`config.mk`:
```
export PLATFORM = sky130hd
export DESIGN_NAME = nh_lcd_cmd_sequencer
export DESIGN_NICKNAME = d
export VERILOG_FILES = /design/src/rtl/nh_lcd_cmd_sequencer.sv
export SDC_FILE = /design/constraint.sdc
export NUM_CORES = 1
export LEC_CHECK = 0
export BUFFER_PORTS_ARGS = -buffer_cell sky130_fd_sc_hd__clkbuf_2
export CORE_ASPECT_RATIO = 1.25
export CORE_UTILIZATION = 30
export DETAILED_ROUTE_END_ITERATION = 6
export GPL_TIMING_DRIVEN = 0
export HOLD_SLACK_MARGIN = 0.15
export PLACE_DENSITY = 0.55
export SYNTH_ARGS = -nofsm -noshare
export SYNTH_HDL_FRONTEND = slang
export SYNTH_SLANG_ARGS = --single-unit
```
`constraint.sdc`:
```
create_clock -name clk -period 3.2 [get_ports clk]
set_input_delay 0.64 -clock clk [delete_from_list [all_inputs] [get_ports clk]]
set_output_delay 0.64 -clock clk [all_outputs]
set_load 0.1 [all_outputs]
```
`src/rtl/nh_lcd_cmd_sequencer.sv`:
```
// Sequences one LCD controller transaction (command byte plus 0-4 parameter
// bytes, written or read back) over the single-byte command engine handshake.
module nh_lcd_cmd_sequencer #(
    parameter int GAP_CYCLES = 0,
    parameter int TIMEOUT    = 255
) (
    input  logic        clk,
    input  logic        rst_n,
    input  logic        i_start,
    input  logic [7:0]  i_cmd,
    input  logic [2:0]  i_param_count,
    input  logic        i_read,
    input  logic [31:0] i_param_data,
    output logic [31:0] o_read_data,
    output logic        o_busy,
    output logic        o_done,
    output logic        o_error,
    output logic        o_enable,
    output logic        o_cmd_write_stb,
    output logic        o_cmd_read_stb,
    output logic [7:0]  o_cmd_data,
    output logic        o_cmd_parameter,
    input  logic [7:0]  i_cmd_data,
    input  logic        i_cmd_finished
);

    typedef enum logic [2:0] {
        S_IDLE  = 3'd0,
        S_ISSUE = 3'd1,
        S_WAIT  = 3'd2,
        S_GAP   = 3'd3,
        S_DONE  = 3'd4
    } state_t;

    state_t      state_r;
    logic [7:0]  cmd_r;
    logic [2:0]  count_r;
    logic        read_r;
    logic [31:0] pdata_r;
    logic [2:0]  idx_r;
    logic [7:0]  to_cnt_r;
    logic [3:0]  gap_cnt_r;

    logic [2:0]  issue_idx_s;
    logic [7:0]  issue_data_s;
    logic        issue_param_s;
    logic        issue_rd_s;

    assign o_enable = o_busy;

    // Byte to present on the next strobe: GAP already advanced the index, WAIT has not yet.
    always_comb begin
        issue_idx_s = idx_r + 3'd1;
        if (state_r == S_GAP) begin
            issue_idx_s = idx_r;
        end else begin
            issue_idx_s = idx_r + 3'd1;
        end
        case (issue_idx_s)
            3'd1:    issue_data_s = pdata_r[7:0];
            3'd2:    issue_data_s = pdata_r[15:8];
            3'd3:    issue_data_s = pdata_r[23:16];
            3'd4:    issue_data_s = pdata_r[31:24];
            default: issue_data_s = cmd_r;
        endcase
        issue_param_s = (issue_idx_s != 3'd0);
        issue_rd_s    = read_r && issue_param_s;
    end

    // Transaction FSM; all handshake outputs are registered on the transition edge.
    always_ff @(posedge clk) begin
        if (!rst_n) begin
            state_r         <= S_IDLE;
            cmd_r           <= 8'h00;
            count_r         <= 3'd0;
            read_r          <= 1'b0;
            pdata_r         <= 32'h0000_0000;
            idx_r           <= 3'd0;
            to_cnt_r        <= 8'd0;
            gap_cnt_r       <= 4'd0;
            o_read_data     <= 32'h0000_0000;
            o_busy          <= 1'b0;
            o_done          <= 1'b0;
            o_error         <= 1'b0;
            o_cmd_write_stb <= 1'b0;
            o_cmd_read_stb  <= 1'b0;
            o_cmd_data      <= 8'h00;
            o_cmd_parameter <= 1'b0;
        end else begin
            o_cmd_write_stb <= 1'b0;
            o_cmd_read_stb  <= 1'b0;
            o_done          <= 1'b0;
            case (state_r)
                S_IDLE: begin
                    if (i_start) begin
                        cmd_r   <= i_cmd;
                        count_r <= i_param_count;
                        read_r  <= i_read;
                        pdata_r <= i_param_data;
                        idx_r   <= 3'd0;
                        if (i_param_count > 3'd4) begin
                            state_r <= S_DONE;
                            o_done  <= 1'b1;
                            o_error <= 1'b1;
                        end else begin
                            state_r         <= S_ISSUE;
                            o_busy          <= 1'b1;
                            o_cmd_write_stb <= 1'b1;
                            o_cmd_data      <= i_cmd;
                            o_cmd_parameter <= 1'b0;
                            if (i_read) begin
                                o_read_data <= 32'h0000_0000;
                            end
                        end
                    end
                end
                S_ISSUE: begin
                    state_r  <= S_WAIT;
                    to_cnt_r <= 8'd0;
                end
                S_WAIT: begin
                    if (i_cmd_finished) begin
                        if (read_r) begin
                            case (idx_r)
                                3'd1:    o_read_data[7:0]   <= i_cmd_data;
                                3'd2:    o_read_data[15:8]  <= i_cmd_data;
                                3'd3:    o_read_data[23:16] <= i_cmd_data;
                                3'd4:    o_read_data[31:24] <= i_cmd_data;
                                default: o_read_data        <= o_read_data;
                            endcase
                        end
                        if (idx_r == count_r) begin
                            state_r <= S_DONE;
                            o_done  <= 1'b1;
                            o_busy  <= 1'b0;
                        end else begin
                            idx_r <= idx_r + 3'd1;
                            if (GAP_CYCLES > 0) begin
                                state_r   <= S_GAP;
                                gap_cnt_r <= 4'd0;
                            end else begin
                                state_r         <= S_ISSUE;
                                o_cmd_write_stb <= !issue_rd_s;
                                o_cmd_read_stb  <= issue_rd_s;
                                o_cmd_data      <= issue_data_s;
                                o_cmd_parameter <= issue_param_s;
                            end
                        end
                    end else if (to_cnt_r >= 8'(TIMEOUT - 1)) begin
                        state_r <= S_DONE;
                        o_done  <= 1'b1;
                        o_error <= 1'b1;
                        o_busy  <= 1'b0;
                    end else begin
                        to_cnt_r <= to_cnt_r + 8'd1;
                    end
                end
                S_GAP: begin
                    if (gap_cnt_r >= 4'(GAP_CYCLES - 1)) begin
                        state_r         <= S_ISSUE;
                        o_cmd_write_stb <= !issue_rd_s;
                        o_cmd_read_stb  <= issue_rd_s;
                        o_cmd_data      <= issue_data_s;
                        o_cmd_parameter <= issue_param_s;
                    end else begin
                        gap_cnt_r <= gap_cnt_r + 4'd1;
                    end
                end
                S_DONE: begin
                    state_r <= S_IDLE;
                    o_error <= 1'b0;
                end
                default: begin
                    state_r <= S_IDLE;
                    o_busy  <= 1'b0;
                    o_error <= 1'b0;
                end
            endcase
        end
    end

endmodule

```
==> results.json <==
{
  "vias": 4367,
  "asyncSetResetFlopFracSynth_pct": 0,
  "dr.pass1.iters": 4,
  "worst-path-max-fanout": 10,
  "first_pass_grt_wire_length_um": 21900,
  "maxSlewHeadroom_pct": 34.6,
  "crit_end": "o_cmd_data[4]",
  "number_of_remaining_drc_errors": 0,
  "ant_nets": 0,
  "place.gp.congestion": 0.841,
  "dieWidth_um": 115,
  "ir_worst_vdd_mv": 0.215,
  "period_needed_ps": 2760,
  "layout.cells.non_filler": 881,
  "ys_top_cells_by_count": "108 x sky130_fd_sc_hd__dfxtp_1, 102 x sky130_fd_sc_hd__nand2_1, 57 x sky130_fd_sc_hd__a21oi_1",
  "timing.critical_path.from_type": "flip-flop",
  "grt_usage_pct": 17.4,
  "achievable-frequency_ghz": 0.362,
  "yosysUniqueCellTypes": 55,
  "tns_ps": 0,
  "worstPathArrival_ps": 3020,
  "cap_violations": 0,
  "end_kind": "flip-flop",
  "syn-instance-count": 551,
  "worst_r2r_endpoint": "o_cmd_data[4]",
  "synth-xor-area-share_pct": 2.01,
  "overflow": 0,
  "post-synth-top-area-fraction_pct": 45.2,
  "dpl.cell_count": 865,
  "number_of_global_route_vias_before_repair": 4347,
  "post_dp_cell_area_um2": 5560,
  "holdCritPathClass": "reg -> reg",
  "tritoncts.num_buffers": 9,
  "ys_top_cells_by_area": "sky130_fd_sc_hd__dfxtp_1 45%, sky130_fd_sc_hd__nand2_1 8.0%, sky130_fd_sc_hd__mux2i_1 7.5%",
  "holdBufCountCts": 0,
  "detailedRoute.firstIterationViolations": 194,
  "reg2reg_from": "idx_r[0]",
  "hold_violations": 0,
  "floorplan.rows": 51,
  "synth_enable_flop_cells": 0,
  "worstSkewPairLatency_ps": 350,
  "postSynthAreaPerCell_um2": 8.68,
  "post_synth_mux_area_share_pct": 8.01,
  "tightestPinTransition_ps": 978,
  "critical_path.cell_chain": "buf_2 -> inv_1 -> ha_1 -> nand2b_1 -> xnor2_1 -> a221oi_2 -> o211ai_1 -> o221ai_1",
  "finalNetCount": 728,
  "fin_area_um2": 5870,
  "fin_skew_ps": 8.32,
  "critical_path.startpoint": "idx_r[0]",
  "cts_tree": "built",
  "fp.dieArea_um2": 16500,
  "simple_logic_cell_fraction_of_the_synthesized_area_pct": 20.2,
  "final_max_slew_viol_count": 0,
  "grt_setup_unrepaired": "no",
  "yosysWarnings": 0,
  "ys.flop_type": "sky130_fd_sc_hd__dfxtp_1",
  "ys_seq_area_share_pct": 45.2,
  "clk_pin_slew_ps": 70,
  "grt_antenna_before_repair": 0,
  "final-setup-viol-count": 0,
  "largest_family_of_logic_cells_by_synthesized_area": "simple AND/OR/NAND/NOR gates",
  "route.detailed.vias_per_inst": 4.96,
  "wire_per_inst_um": 15.8,
  "post-synth-top-count-cell": "sky130_fd_sc_hd__dfxtp_1",
  "critical_path.max_stage_delay_ps": 600,
  "pin_count": 103,
  "yosysTopAreaCell": "sky130_fd_sc_hd__dfxtp_1",
  "postRouteWirelength_um": 13900,
  "cts_max_path_buffers": 2,
  "area_delta_synth_final_pct": 22.7,
  "leakagePower_nw": 2.53,
  "post-route-period-util_pct": 86.3,
  "timing.reg2reg.worst_path_depth": 8,
  "port-buffer-count": 102,
  "die_h_um": 143,
  "timing.critical_path.slowest_stage_cell": "sky130_fd_sc_hd__a221oi_2",
  "yosys.area_share.adder_pct": 2.09,
  "htree_num_levels": 3,
  "category_of_the_most_critical_setup_path": "reg -> reg",
  "numClockSinks": 108,
  "start_util_pct": 30.7,
  "clockRootBuffer": "sky130_fd_sc_hd__clkbuf_16",
  "power.density_cell_area_nw_per_um2": 524,
  "cp_data_required_time_ps": 3460,
  "mappedNetlistArea_um2": 4780,
  "status": "completed",
  "final_hpwl_from_detailed_placement_um": 10300,
  "synth-seq-cells": 108,
  "largest_net_degree_at_the_start_of_global_routing": 18,
  "mappedNetlistNets": 615,
  "final_layout_size_suffix_gt1_share_pct": 21.5,
  "fp.coreArea_um2": 15600,
  "complex_gate_fraction_of_the_synthesized_area_pct": 18.9,
  "insertedDiodeCount": 0,
  "total_power_mw": 3.08,
  "worst-r2r-setup-slack_ps": 440
}
==> stage by stage <==
step,util [%],hold WS [ps],setup WS (ps)
3_3_place_gp,35.7,444,253
3_5_place_dp,35.7,448,174
5_1_grt,37.7,478,238
2_1_floorplan,-,436,790
4_1_cts,37.6,458,167
6_report,37.7,457,440
==> sequential cells by signal (all words and copies together) (netlist names) <==
name / cells
cmd_r: 8
count_r: 3
gap_cnt_r: 4
idx_r: 3
o_busy: 1
o_cmd_data: 8
o_cmd_parameter: 1
o_cmd_read_stb: 1
o_cmd_write_stb: 1
o_done: 1
o_error: 1
o_read_data: 32
pdata_r: 32
read_r: 1
state_r: 3
to_cnt_r: 8
==> per-layer routing <==
metal / wire (um) / global-route usage [%]
met5: 0 / 0
met3: 805 / 3.95
met2: 7000 / 31.2
met4: 391 / 6.84
met1: 5700 / 19.9
==> repair_timing <==
action / in CTS / in global routing
buffers inserted: 0 / 0
hold endpoints to repair: 0 / 0
resized for setup: 0 / 1
endpoints found under the setup margin: 0 / 8
==> worst min path at each step <==
| stage | startpoint | endpoint | depth (start not counted) |
|---|---|---|---|
| after floorplan | pdata_r[16] | pdata_r[16] | 2 |
| after global placement | cmd_r[1] | cmd_r[1] | 2 |
| after detailed placement | pdata_r[29] | pdata_r[29] | 2 |
| after CTS | pdata_r[29] | pdata_r[29] | 2 |
| after global routing | cmd_r[2] | cmd_r[2] | 2 |
| final | pdata_r[29] | pdata_r[29] | 2 |
==> layout make-up <==
class	instances	area (um2)
clock inverters	5	60.1
well taps	212	265
inverters	7	26.3
repair buffers	102	510
plain buffers	34	146
clock buffers	11	243
fillers	1658	9700
flip-flops and latches	108	2160
multi-input cells	402	2450
==> power by group <==
group	internal, mW	total [mW]	switching [mW]
Clock	0.632	1.14	0.504
Sequential	1.41	1.44	0.0380
Combinational	0.138	0.498	0.360
Total	2.18	3.08	0.901
==> cell families after synthesis <==
group	count (synthesis)
compound gates	131
simple gates	214
buf+inv	41
fa+ha+maj	8
flops	108
xor+xnor	11
mux	38
==> layout by cell type, fill, tap and decap left out, types with 9 or more instances in the layout <==
cell type                   instances
sky130_fd_sc_hd__nand3_1           12
sky130_fd_sc_hd__clkbuf_2         102
sky130_fd_sc_hd__dfxtp_1          108
sky130_fd_sc_hd__clkbuf_1          25
sky130_fd_sc_hd__mux2i_1           36
sky130_fd_sc_hd__clkbuf_16          9
sky130_fd_sc_hd__nor2_1            56
sky130_fd_sc_hd__a21oi_1           57
sky130_fd_sc_hd__nand2_1          102
==> critical path, delay by kind of cell (launching register included) <==
family                   cells  cell delay [ps]
AO/OA/AOI/OAI                3             1010
XOR/XNOR                     1              160
adder cells (fa/ha/maj)      1              410
buffers and inverters        2              370
flip-flops                   1              520
AND/OR/NAND/NOR              1              200
(Power assumes the default switching activity.)
